<file path="config.mk">
export PLATFORM = sky130hd
export DESIGN_NAME = reg_rename_file
export DESIGN_NICKNAME = d
export VERILOG_FILES = /design/src/rtl/reg_rename_file.sv
export SDC_FILE = /design/constraint.sdc
export NUM_CORES = 2
export LEC_CHECK = 0
export CAP_MARGIN = 20
export CORE_ASPECT_RATIO = 1.4
export CORE_UTILIZATION = 57
export DETAILED_ROUTE_END_ITERATION = 8
export GPL_ROUTABILITY_DRIVEN = 1
export PLACE_DENSITY_LB_ADDON = 0.05
export SKIP_CTS_REPAIR_TIMING = 1
export SYNTH_ARGS = -nofsm -noshare
export SYNTH_HDL_FRONTEND = slang
export SYNTH_SLANG_ARGS = --single-unit
</file>
<file path="constraint.sdc">
create_clock -name clk -period 4.05 [get_ports clk]
set_clock_uncertainty 0.15 [all_clocks]
set_input_delay 0.81 -clock clk [delete_from_list [all_inputs] [get_ports clk]]
set_output_delay 0.81 -clock clk [all_outputs]
set_load 0.02 [all_outputs]
</file>
<file path="src/rtl/reg_rename_file.sv">
// Architectural integer register file with rename status (busy bit + ROB tag) per register.
// Latency: reads/commit queries are combinational from registered state; writes visible next cycle.
// Backpressure: none; rdy=0 freezes all state while outputs keep reflecting the current state.
//
// Ports:
//   clk, rst             clock, synchronous active-high reset (overrides rdy)
//   rdy, clear           global enable; mispredict flush of all busy bits (values/tags kept)
//   commit_*             ROB commit write and busy-clear; commit_busy_q/commit_tag_q answer the
//                        ROB's same-cycle query on commit_rd
//   issue_*              rename allocation (busy set + tag write) for issue_rd
//   rs1_*/rs2_*          operand lookups: value, busy, producing tag
//   busy_cnt             number of registers currently busy
// Optional build macro: REG_COMMIT_BYPASS_EN forwards a same-cycle commit to the read ports.
module reg_rename_file #(
    parameter int NREG   = 32,
    parameter int DATA_W = 32,
    parameter int TAG_W  = 4
) (
    input  logic                     clk,
    input  logic                     rst,
    input  logic                     rdy,
    input  logic                     clear,
    input  logic                     commit_en,
    input  logic [$clog2(NREG)-1:0]  commit_rd,
    input  logic [DATA_W-1:0]        commit_value,
    input  logic                     commit_clr,
    output logic                     commit_busy_q,
    output logic [TAG_W-1:0]         commit_tag_q,
    input  logic                     issue_en,
    input  logic [$clog2(NREG)-1:0]  issue_rd,
    input  logic [TAG_W-1:0]         issue_tag,
    input  logic [$clog2(NREG)-1:0]  rs1_idx,
    input  logic [$clog2(NREG)-1:0]  rs2_idx,
    output logic [DATA_W-1:0]        rs1_value,
    output logic [DATA_W-1:0]        rs2_value,
    output logic                     rs1_busy,
    output logic                     rs2_busy,
    output logic [TAG_W-1:0]         rs1_tag,
    output logic [TAG_W-1:0]         rs2_tag,
    output logic [5:0]               busy_cnt
);

    logic [DATA_W-1:0] value_q [NREG];
    logic [TAG_W-1:0]  tag_q   [NREG];
    logic [NREG-1:0]   busy_q;
    logic [5:0]        busy_cnt_q;

    logic [NREG-1:0]   busy_nxt;
    logic [5:0]        cnt_nxt;
    logic              cmt_wr;
    logic              cmt_clr;
    logic              iss_set;
    logic              same_rd;
    logic              cnt_inc;
    logic              cnt_dec;

    // Register 0 is never written, so its state stays at the reset value of zero.
    assign cmt_wr  = rdy && commit_en && (commit_rd != '0);
    assign cmt_clr = cmt_wr && commit_clr;
    assign iss_set = rdy && issue_en && (issue_rd != '0) && !clear;
    assign same_rd = iss_set && (issue_rd == commit_rd);

    // A same-rd issue overrides the commit's busy clear, so that commit must not decrement.
    assign cnt_inc = iss_set && !busy_q[issue_rd];
    assign cnt_dec = cmt_clr && busy_q[commit_rd] && !same_rd;

    always_comb begin
        busy_nxt = busy_q;
        cnt_nxt  = busy_cnt_q + {5'd0, cnt_inc} - {5'd0, cnt_dec};
        if (cmt_clr) busy_nxt[commit_rd] = 1'b0;
        if (iss_set) busy_nxt[issue_rd]  = 1'b1;
        if (clear) begin
            busy_nxt = '0;
            cnt_nxt  = '0;
        end
    end

    always_ff @(posedge clk) begin
        if (rst) begin
            for (int i = 0; i < NREG; i++) begin
                value_q[i] <= '0;
                tag_q[i]   <= '0;
            end
            busy_q     <= '0;
            busy_cnt_q <= '0;
        end else if (rdy) begin
            if (cmt_wr)  value_q[commit_rd] <= commit_value;
            if (iss_set) tag_q[issue_rd]    <= issue_tag;
            busy_q     <= busy_nxt;
            busy_cnt_q <= cnt_nxt;
        end
    end

    assign commit_busy_q = busy_q[commit_rd];
    assign commit_tag_q  = tag_q[commit_rd];
    assign busy_cnt      = busy_cnt_q;

    always_comb begin
        rs1_value = value_q[rs1_idx];
        rs1_busy  = busy_q[rs1_idx];
        rs1_tag   = tag_q[rs1_idx];
        rs2_value = value_q[rs2_idx];
        rs2_busy  = busy_q[rs2_idx];
        rs2_tag   = tag_q[rs2_idx];
`ifdef REG_COMMIT_BYPASS_EN
        // Forward the in-flight commit; the tag is left alone since commits never change it.
        if (cmt_wr && (rs1_idx == commit_rd)) begin
            rs1_value = commit_value;
            if (commit_clr && !same_rd) rs1_busy = 1'b0;
        end
        if (cmt_wr && (rs2_idx == commit_rd)) begin
            rs2_value = commit_value;
            if (commit_clr && !same_rd) rs2_busy = 1'b0;
        end
`endif
    end

endmodule

</file>
==> reports/qor.yml <==
drt:
  detail-route-antenna-nets: 0
  firstDrtPassIters: 5
  wl_per_cell_um: 37.25
  wirelength_um: 214900
  vias_per_cell: 7.079
  drc_errors: 0
  first_iter_violations: 5383
  num_vias: 40840
placement:
  place_hpwl_um: 135100
  place_congestion: 0.9181
  postPlaceCellArea_um2: 70990
  place_inst: 5541
  io_buffers: 147
setup_path:
  reg2reg_from: "busy_q[30]$_SDFFE_PP0P_"
  cp-end-kind: "output pin"
  crit_start: "rs2_idx[0]"
  reg2reg_slack_ns: 0.50
  worstPathArrival_ns: 3.34
  path_common_cell: "mux4_2"
  required_ns: 3.09
  cp_slowest_stage_delay_ns: 0.55
  reg2reg_depth: 14
  cp_slowest_cell: "mux4_2"
  startpoint_type: "input port"
  critPathMaxFanout: 17
  crit_type: "in2out"
  crit_path_cell_trace: "buf_8 -> buf_16 -> buf_12 -> mux4_2 -> mux4_2 -> mux2_2 -> clkdlybuf4s50_1"
floorplanning:
  pin_count: 148
  start_util_pct: 57.44
  dieHeight_um: 401.1
  die_w_um: 287.1
  rows: 146
  core-area_um2: 112900
  die_area_um2: 115100
power_and_ir_drop:
  power_density_nw_per_um2: 387.9
  ir_drop_uv: 365.9
  leakagePower_uw: 0.02678
cts:
  cts_root_buffer: "clkbuf_16"
  cts_buffers: 113
  clock-sinks: 1190
  cts_tree: "built"
  path_clk_slew_ns: 0.06
  htreeDepth: 3
  cts_max_path_buffers: 3
  clock_latency_ns: 0.74
timing:
  max_freq_mhz: 232.8
  hold_slack_ns: 0.3649
  period_needed_ns: 4.296
  tightest_slew_ns: 1.116
  setup_viol: 2
  rsz0062_at_grt: "yes"
  fin_crit_sh_pct: 106.1
  maxSlewViolCount: 0
  relSlewSlack_pct: 25.35
  hold_violations: 0
  fin_tns_setup_ns: -0.2953
  fin_ws_ns: -0.2457
logic_synthesis:
  yosysTopAreaCellShare_pct: 53.35
  synth-edff-count: 1152
  ys.warnings.count: 0
  ys_top_cells_by_area: "edfxtp_1, mux4_2, and2_1, clkbuf_1, mux2_2"
  synth-main-ff-cell: "edfxtp_1"
  synthCells: 3972
  yosysUniqueCellTypes: 50
  ys_async_sr_fraction_pct: 0
  yosysMostFrequentCell: "edfxtp_1"
  synth_area_per_cell_um2: 16.33
  ys_seq_area_share_pct: 54.52
  ys_top_cells_by_count: "edfxtp_1, and2_1, mux4_2, clkbuf_1, and3_1"
  syn_area_um2: 64850
  synth_top_area_cell: "edfxtp_1"
  ys_ff_latch: 1190
global_routing:
  grt_util_all_layers_pct: 38.02
  grt_max_degree: 49
  antenna_found_initial: 15
  gr-total-overflow: 0
  first_global_vias: 42880
  grt_pass1_wl_um: 305400
worst_hold_path:
  min_path_type: "reg2reg"
  hp-start: "busy_cnt[5]$_SDFFE_PP0P_"
  holdPathStages: 2
final_layout:
  instances_no_fill: 5769
  syn2layout_area_growth_pct: 15.61
  fillers: 7728
  multi_input_area_um2: 28060
  final_area_um2: 74970
  regArea_um2: 35350
  nets: 4263
  layout-drive-gt1-share_pct: 35.05
flow_run:
  drv_cap: 0
status:
  status: "finished, violations left"
  violations: "negative setup slack"
cell usage in the layout, fill, tap and decap left out, drive strengths merged, types with 5 or more instances in the layout:
cell type / n
a22oi: 18
mux2i: 13
bufinv: 7
a21o: 25
and2: 999
conb: 36
a32o: 14
clkinv: 53
or2: 32
inv: 10
clkdlybuf4s50: 56
nand4: 5
o21ai: 6
ha: 6
a21oi: 8
nor3b: 8
o22ai: 5
nor3: 9
nand3: 20
o211ai: 16
edfxtp: 1152
mux4: 779
mux2: 80
clkbuf: 144
and3: 124
dfxtp: 38
buf: 391
diode: 6
nor2: 48
dlymetal6s2s: 76
nand2: 50
a31o: 8
worst max-delay path: cells and delay by family:
kind / cells / cell delay, ns
buffers and inverters: 4 / 1.15
muxes: 3 / 1.34
cell type report:
class / instances / area share [%]
antenna: 6 / 0.02003
clock buffer: 139 / 3.915
clock inverter: 66 / 0.7193
inverter: 7 / 0.03505
multi-input combinational: 2353 / 37.43
sequential: 1190 / 47.16
tap: 1480 / 2.470
timing repair buffer: 528 / 8.248
kinds of logic after synthesis:
| group | Yosys count | share of synthesized area [%] |
|---|---|---|
| fa+ha+maj | 7 | 0.1466 |
| simple gates | 1319 | 12.35 |
| mux | 872 | 28.65 |
| xor+xnor | 7 | 0.09455 |
| compound gates | 112 | 1.308 |
| other cells | 1 | 0.005783 |
| flops | 1190 | 54.52 |
| buf+inv | 464 | 2.925 |
state kept, by name, indices dropped and copies added, names as in the netlist:
register	flops
value_q	1024
tag_q	128
busy_q	32
busy_cnt	6
path summary, 6_finish.rpt:
check,endpoint
max,rs2_value[23]
min,busy_cnt[5]$_SDFFE_PP0P_
max reg2reg,busy_cnt[5]$_SDFFE_PP0P_
min reg2reg,busy_cnt[5]$_SDFFE_PP0P_
metal layers:
metal / wire [um] / global-route usage, % / vias up
li1: - / - / 16070
met1: 72720 / 47.62 / 21260
met2: 106800 / 62.18 / 2828
met3: 21510 / 6.710 / 676
met4: 13840 / 22.56 / 6
met5: 44 / 0 / -
power breakdown:
part / internal (uW) / switching [uW]
logic: 2120 / 2130
clock network: 5580 / 4780
registers: 14100 / 355
total: 21800 / 7260
through the flow:
step                utilization (%)  total power, uW  setup slack (ns)
finish                        66.41            29080           -0.2457
CTS                           65.96            29110           -0.3088
floorplan                         -            17100          0.005161
global placement              62.88            18800           -0.5514
global route                  66.39            29750           -0.2900
detailed placement            62.88            18930           -0.5042
Note: power is estimated with default switching activity, not from simulation.
